File: config.mk
export PLATFORM = sky130hd
export DESIGN_NAME = muldiv_unit
export DESIGN_NICKNAME = d
export VERILOG_FILES = /design/src/rtl/muldiv_unit.sv
export SDC_FILE = /design/constraint.sdc
export NUM_CORES = 1
export LEC_CHECK = 0
export BUFFER_PORTS_ARGS = -buffer_cell sky130_fd_sc_hd__clkbuf_2
export CAP_MARGIN = 0
export CELL_PAD_IN_SITES_DETAIL_PLACEMENT = 2
export CELL_PAD_IN_SITES_GLOBAL_PLACEMENT = 2
export CORE_AREA = 2 2 225 227
export CTS_CLUSTER_DIAMETER = 40
export DETAILED_ROUTE_END_ITERATION = 6
export DIE_AREA = 0 0 227 229
export PLACE_DENSITY = 0.8
export SLEW_MARGIN = 20
export SYNTH_ARGS = -nofsm -noshare
export SYNTH_HDL_FRONTEND = slang
export SYNTH_SLANG_ARGS = --single-unit
File: constraint.sdc
create_clock -name clk -period 5.1 [get_ports clk]
set_input_delay 0.255 -clock clk [delete_from_list [all_inputs] [get_ports clk]]
set_output_delay 0.255 -clock clk [all_outputs]
set_load 0.005 [all_outputs]
File: src/rtl/muldiv_unit.sv
// Iterative radix-2 multiply/divide unit producing a 64-bit HI/LO result.
// Takes WIDTH steps after the start edge, then gives a one-cycle HI/LO write strobe.
module muldiv_unit #(
  parameter int WIDTH = 32
) (
  input  logic             clk,
  input  logic             rst_n,
  input  logic             start,
  input  logic [1:0]       op,
  input  logic [WIDTH-1:0] rs_data,
  input  logic [WIDTH-1:0] rt_data,
  input  logic             cancel,
  output logic             busy,
  output logic             HiWrite,
  output logic             LoWrite,
  output logic [WIDTH-1:0] hi_data_in,
  output logic [WIDTH-1:0] lo_data_in
);

  localparam int CW = $clog2(WIDTH);

  typedef enum logic [1:0] {IDLE, CALC, DONE} state_t;

  state_t           state_reg, state_next;
  logic [CW-1:0]    count_reg;
  logic [WIDTH-1:0] opnd_reg;
  logic [WIDTH-1:0] acc_hi_reg, acc_lo_reg;
  logic             is_div_reg, neg_q_reg, neg_r_reg;
  logic [WIDTH-1:0] hi_reg, lo_reg;
  logic             write_reg;

  // Operand capture: signed ops (op[0]==0) are converted to magnitudes
  logic             is_signed, a_neg, b_neg, b_zero;
  logic [WIDTH-1:0] a_mag, b_mag;

  assign is_signed = ~op[0];
  assign a_neg     = is_signed & rs_data[WIDTH-1];
  assign b_neg     = is_signed & rt_data[WIDTH-1];
  assign b_zero    = (rt_data == '0);
  assign a_mag     = a_neg ? -rs_data : rs_data;
  assign b_mag     = b_neg ? -rt_data : rt_data;

  // Multiply step: acc_lo holds the multiplier, shifted out as product bits enter
  logic [WIDTH:0]   mul_sum;
  logic [WIDTH-1:0] mul_hi, mul_lo;

  assign mul_sum = {1'b0, acc_hi_reg} + (acc_lo_reg[0] ? {1'b0, opnd_reg} : '0);
  assign mul_hi  = mul_sum[WIDTH:1];
  assign mul_lo  = {mul_sum[0], acc_lo_reg[WIDTH-1:1]};

  // Restoring divide step: acc_lo holds dividend bits, shifted out as quotient bits enter
  logic [WIDTH:0]   div_shift;
  logic             div_ge;
  logic [WIDTH-1:0] div_diff, div_hi, div_lo;

  assign div_shift = {acc_hi_reg, acc_lo_reg[WIDTH-1]};
  assign div_ge    = (div_shift >= {1'b0, opnd_reg});
  assign div_diff  = div_shift[WIDTH-1:0] - opnd_reg;
  assign div_hi    = div_ge ? div_diff : div_shift[WIDTH-1:0];
  assign div_lo    = {acc_lo_reg[WIDTH-2:0], div_ge};

  logic [WIDTH-1:0]   step_hi, step_lo;
  logic [2*WIDTH-1:0] step_prod, prod_fix;
  logic [WIDTH-1:0]   fix_hi, fix_lo;
  logic               last_step;

  assign step_hi   = is_div_reg ? div_hi : mul_hi;
  assign step_lo   = is_div_reg ? div_lo : mul_lo;
  assign step_prod = {step_hi, step_lo};
  assign prod_fix  = neg_q_reg ? -step_prod : step_prod;
  assign last_step = (count_reg == CW'(WIDTH - 1));

  // Divide by zero leaves an all-ones quotient (neg_q cleared) and |a| remainder,
  // which the remainder sign fix turns back into the captured dividend.
  always_comb begin
    fix_hi = prod_fix[2*WIDTH-1:WIDTH];
    fix_lo = prod_fix[WIDTH-1:0];
    if (is_div_reg) begin
      fix_hi = neg_r_reg ? -step_hi : step_hi;
      fix_lo = neg_q_reg ? -step_lo : step_lo;
    end
  end

  always_comb begin
    state_next = state_reg;
    case (state_reg)
      IDLE: if (start) state_next = CALC;
      CALC: begin
        if (cancel)         state_next = IDLE;
        else if (last_step) state_next = DONE;
      end
      DONE:    state_next = IDLE;
      default: state_next = IDLE;
    endcase
  end

  always_ff @(posedge clk or negedge rst_n) begin
    if (!rst_n) state_reg <= IDLE;
    else        state_reg <= state_next;
  end

  always_ff @(posedge clk or negedge rst_n) begin
    if (!rst_n) begin
      count_reg  <= '0;
      opnd_reg   <= '0;
      acc_hi_reg <= '0;
      acc_lo_reg <= '0;
      is_div_reg <= 1'b0;
      neg_q_reg  <= 1'b0;
      neg_r_reg  <= 1'b0;
      hi_reg     <= '0;
      lo_reg     <= '0;
      write_reg  <= 1'b0;
    end else begin
      write_reg <= 1'b0;
      case (state_reg)
        IDLE: begin
          if (start) begin
            count_reg  <= '0;
            acc_hi_reg <= '0;
            acc_lo_reg <= op[1] ? a_mag : b_mag;
            opnd_reg   <= op[1] ? b_mag : a_mag;
            is_div_reg <= op[1];
            neg_q_reg  <= (a_neg ^ b_neg) & ~(op[1] & b_zero);
            neg_r_reg  <= a_neg;
          end
        end
        CALC: begin
          if (!cancel) begin
            acc_hi_reg <= step_hi;
            acc_lo_reg <= step_lo;
            count_reg  <= count_reg + CW'(1);
            if (last_step) begin
              hi_reg    <= fix_hi;
              lo_reg    <= fix_lo;
              write_reg <= 1'b1;
            end
          end
        end
        default: ;
      endcase
    end
  end

  assign busy       = (state_reg != IDLE);
  assign HiWrite    = write_reg;
  assign LoWrite    = write_reg;
  assign hi_data_in = hi_reg;
  assign lo_data_in = lo_reg;

endmodule

==> run summary <==
=====================================================================================================
Async set or reset register ratio after synthesis                                              100.0%
Fraction of synthesized area in multiplexers                                                   3.090%
Routability congestion estimate from global placement                                          0.9931
Peak fanout along the critical path                                                                15
Fin util                                                                                       38.57%
Antenna Nets Post-Route                                                                             0
Maximum number of pins on one net before global-route repair                                      101
First-pass GRT wire length                                                                  122300 um
Die boundary width                                                                             227 um
Average wire length per cell after detail routing                                            26.74 um
Post-Syn Area                                                                              16160 um^2
Worst-skew pair later-pin latency                                                              490 ps
CTS Buf Count                                                                                      17
Compound-gate portion of the synthesized area                                                  27.84%
Data required, critical path                                                                  5460 ps
Final-layout setup total negative slack                                                          0 ps
Type of element capturing the critical path                                                 flip-flop
Initial standard-cell utilization of the core                                                  32.53%
Basic-gate share of the synthesized area counting and, or, nand and nor cells                  23.78%
Type of origin of the critical path                                                         flip-flop
Area added between synthesis and finish                                                        18.55%
Count of flip-flops with a built-in enable after synthesis                                          0
Cell chosen for the clock root                                                           sky130_fd_sc_hd__clkbuf_16
RSZ-0062 raised after global routing                                                              yes
Vias in the first global route                                                                  19510
Fraction of the cycle the final worst path needs                                               97.27%
Filler cells                                                                                     5816
Max-Slew Margin vs Limit                                                                       27.11%
Residual DRC                                                                                        0
Placeable core region                                                                      49660 um^2
Buffers added on ports                                                                            136
Final Cell Area                                                                            19150 um^2
Vertical die dimension                                                                         229 um
Commonest non-fill, non-tap cell in the layout                                           sky130_fd_sc_hd__nand2_1
Maximum number of buffers from clock root to sink                                                   2
Post-Synth XOR/XNOR Area                                                                       8.024%
Combinational family with the most area after synthesis                                  compound AO/OA/AOI/OAI gates
Data arrival time at the worst-slack endpoint                                                 5320 ps
Initial DRC Count                                                                                1216
Commonest cells after routing, fill and taps aside                                       sky130_fd_sc_hd__nand2_1, sky130_fd_sc_hd__o21ai_0, sky130_fd_sc_hd__dfrtp_1
Type of the setup path with the least slack                                                   reg2reg
Final #Nets                                                                                      2487
Post-synthesis net count                                                                         2293
F_max                                                                                       201.6 MHz
Number of endpoints failing setup at the final stage                                                0
Share of cells above drive strength 1                                                          17.18%
First drt pass iteration count                                                                      5
Clk sinks                                                                                         171
Post-Synthesis Cells                                                                             2151
Reg clk slew, reported paths                                                                    80 ps
Total congestion overflow after global routing                                                      0
Yosys reg bits                                                                                    171
Number of distinct library cells after synthesis                                                   96
Instance area after placement                                                              18340 um^2
Final min period                                                                              4961 ps
Count of final max-slew check failures                                                              0
Transition time of the tightest slew-check pin                                                1093 ps
Multi-input gate area in the final layout                                                  11190 um^2
P_leak                                                                                       8.383 nW
DR vias/cell                                                                                    5.980
Clock tree from TritonCTS                                                                         yes
Initial antenna violation count                                                                     3
Post-synthesis average cell area                                                           7.511 um^2
Type of the most critical hold path                                                            in2reg
Worst-case hold slack                                                                        119.4 ps
Die area                                                                                   51980 um^2
Post-route setup slack                                                                       139.4 ps
GRT Resource Usage Total                                                                       31.08%
Power density normalized to cell area                                                    646.7 nW/um^2
Total number of vias                                                                            18125
Setup Slack @ Placement                                                                     -168.0 ps
Hold Violations, Final                                                                              0
Sequential element share of the synthesized area                                               26.49%
Maximum resistive drop on vdd                                                               0.2658 mV
Largest clock skew in the final design                                                       15.49 ps
Syn. warnings                                                                                       0
Maximum Capacitance Violations                                                                      0
Site Rows                                                                                          82
I/O pin count                                                                                     137
Final routed wirelength across all metal layers                                              81060 um
Reg area                                                                                    4283 um^2
Number of levels in the clock H-tree                                                                4
Post-synthesis share of cell area spent on full adders, half adders and majority gates         5.669%
Post-DP HPWL                                                                                 63340 um
Result of the run                                                                           completed
Flip-flop cell with the highest count after synthesis                                    sky130_fd_sc_hd__dfrtp_1
=====================================================================================================
==> cell families (layout without fill, tap and decap cells) <==
family / after synthesis / in the layout
flops: 171 / 171
compound gates: 714 / 714
mux: 49 / 49
other cells: 0 / 1
xor+xnor: 148 / 148
buf+inv: 198 / 405
fa+ha+maj: 72 / 72
simple gates: 799 / 799
==> layer usage <==
layer,track usage (%),wire length [um],vias up
li1,-,-,8153
met4,14.05,3970,0
met2,52.54,39050,562
met5,0,0,-
met3,4.041,3821,176
met1,39.29,34210,9234
==> synthesized netlist by cell type (42+ instances only) <==
library cell / n / area, um^2
sky130_fd_sc_hd__a21oi_1: 153 / 765.7
sky130_fd_sc_hd__and2_1: 49 / 306.5
sky130_fd_sc_hd__clkbuf_1: 75 / 281.5
sky130_fd_sc_hd__dfrtp_1: 171 / 4279
sky130_fd_sc_hd__ha_1: 70 / 875.8
sky130_fd_sc_hd__inv_1: 77 / 289.0
sky130_fd_sc_hd__mux2i_1: 42 / 420.4
sky130_fd_sc_hd__nand2_1: 319 / 1197
sky130_fd_sc_hd__nor2_1: 160 / 600.6
sky130_fd_sc_hd__nor3_1: 55 / 275.3
sky130_fd_sc_hd__o21ai_0: 268 / 1341
sky130_fd_sc_hd__xnor2_1: 97 / 849.6
sky130_fd_sc_hd__xor2_1: 51 / 446.7
==> area by class of cell <==
cell class | count | area share, %
multi-input cells | 1782 | 58.40
clock inverters | 15 | 1.052
inverters | 78 | 1.529
flip-flops and latches | 171 | 22.36
diodes | 1 | 0.01307
well taps | 672 | 4.390
repair buffers | 295 | 10.03
clock buffers | 17 | 2.221
==> power breakdown <==
| group | switching [mW] | internal (mW) |
|---|---|---|
| Sequential | 0.362 | 1.64 |
| Combinational | 5.73 | 3.21 |
| Clock | 0.729 | 0.712 |
==> stage by stage <==
stage | cells | total power [mW]
finish | 3031 | 12.39
floorplan | 2151 | 6.852
global route | 3030 | 12.98
global placement | 2987 | 10.18
CTS | 3022 | 12.06
detailed placement | 2987 | 10.51
==> worst max-delay path, stage by stage, from the launching register on <==
cell	delay, ps
sky130_fd_sc_hd__dfrtp_1	410
sky130_fd_sc_hd__inv_1	80
sky130_fd_sc_hd__ha_2	300
sky130_fd_sc_hd__a21o_1	220
sky130_fd_sc_hd__a31oi_4	250
sky130_fd_sc_hd__a211oi_4	110
sky130_fd_sc_hd__buf_4	190
sky130_fd_sc_hd__o41ai_4	320
sky130_fd_sc_hd__buf_4	210
sky130_fd_sc_hd__buf_12	170
sky130_fd_sc_hd__a21o_1	190
sky130_fd_sc_hd__a31oi_1	120
sky130_fd_sc_hd__inv_1	120
sky130_fd_sc_hd__ha_2	190
sky130_fd_sc_hd__o211ai_1	200
sky130_fd_sc_hd__or4_4	640
sky130_fd_sc_hd__nor4_4	280
sky130_fd_sc_hd__buf_4	190
sky130_fd_sc_hd__nand4_1	130
sky130_fd_sc_hd__a31oi_2	260
sky130_fd_sc_hd__xor2_1	160
sky130_fd_sc_hd__o21ai_0	80
==> repair_timing <==
item	4_1_cts	5_1_grt
endpoints found under the hold margin	88	0
setup endpoints to repair	2	13
pin swaps	1	8
gates resized for setup	2	25
gates cloned	0	0
hold buffers	1	0
setup buffers	2	8
==> final timing paths <==
kind,start,end,slack (ps),depth (start not counted)
min in group asynchronous,rst_n,acc_lo_reg[7],450,2
worst max register to register,opnd_reg[4],hi_data_in[20],140,21
max in group asynchronous,rst_n,is_div_reg,3390,3
worst min register to register,hi_data_in[3],hi_data_in[3],490,2
worst min-delay path,op[0],neg_q_reg,120,2
worst max-delay path,opnd_reg[4],hi_data_in[20],140,21
No activity file was read; power rests on OpenSTA's default activity.
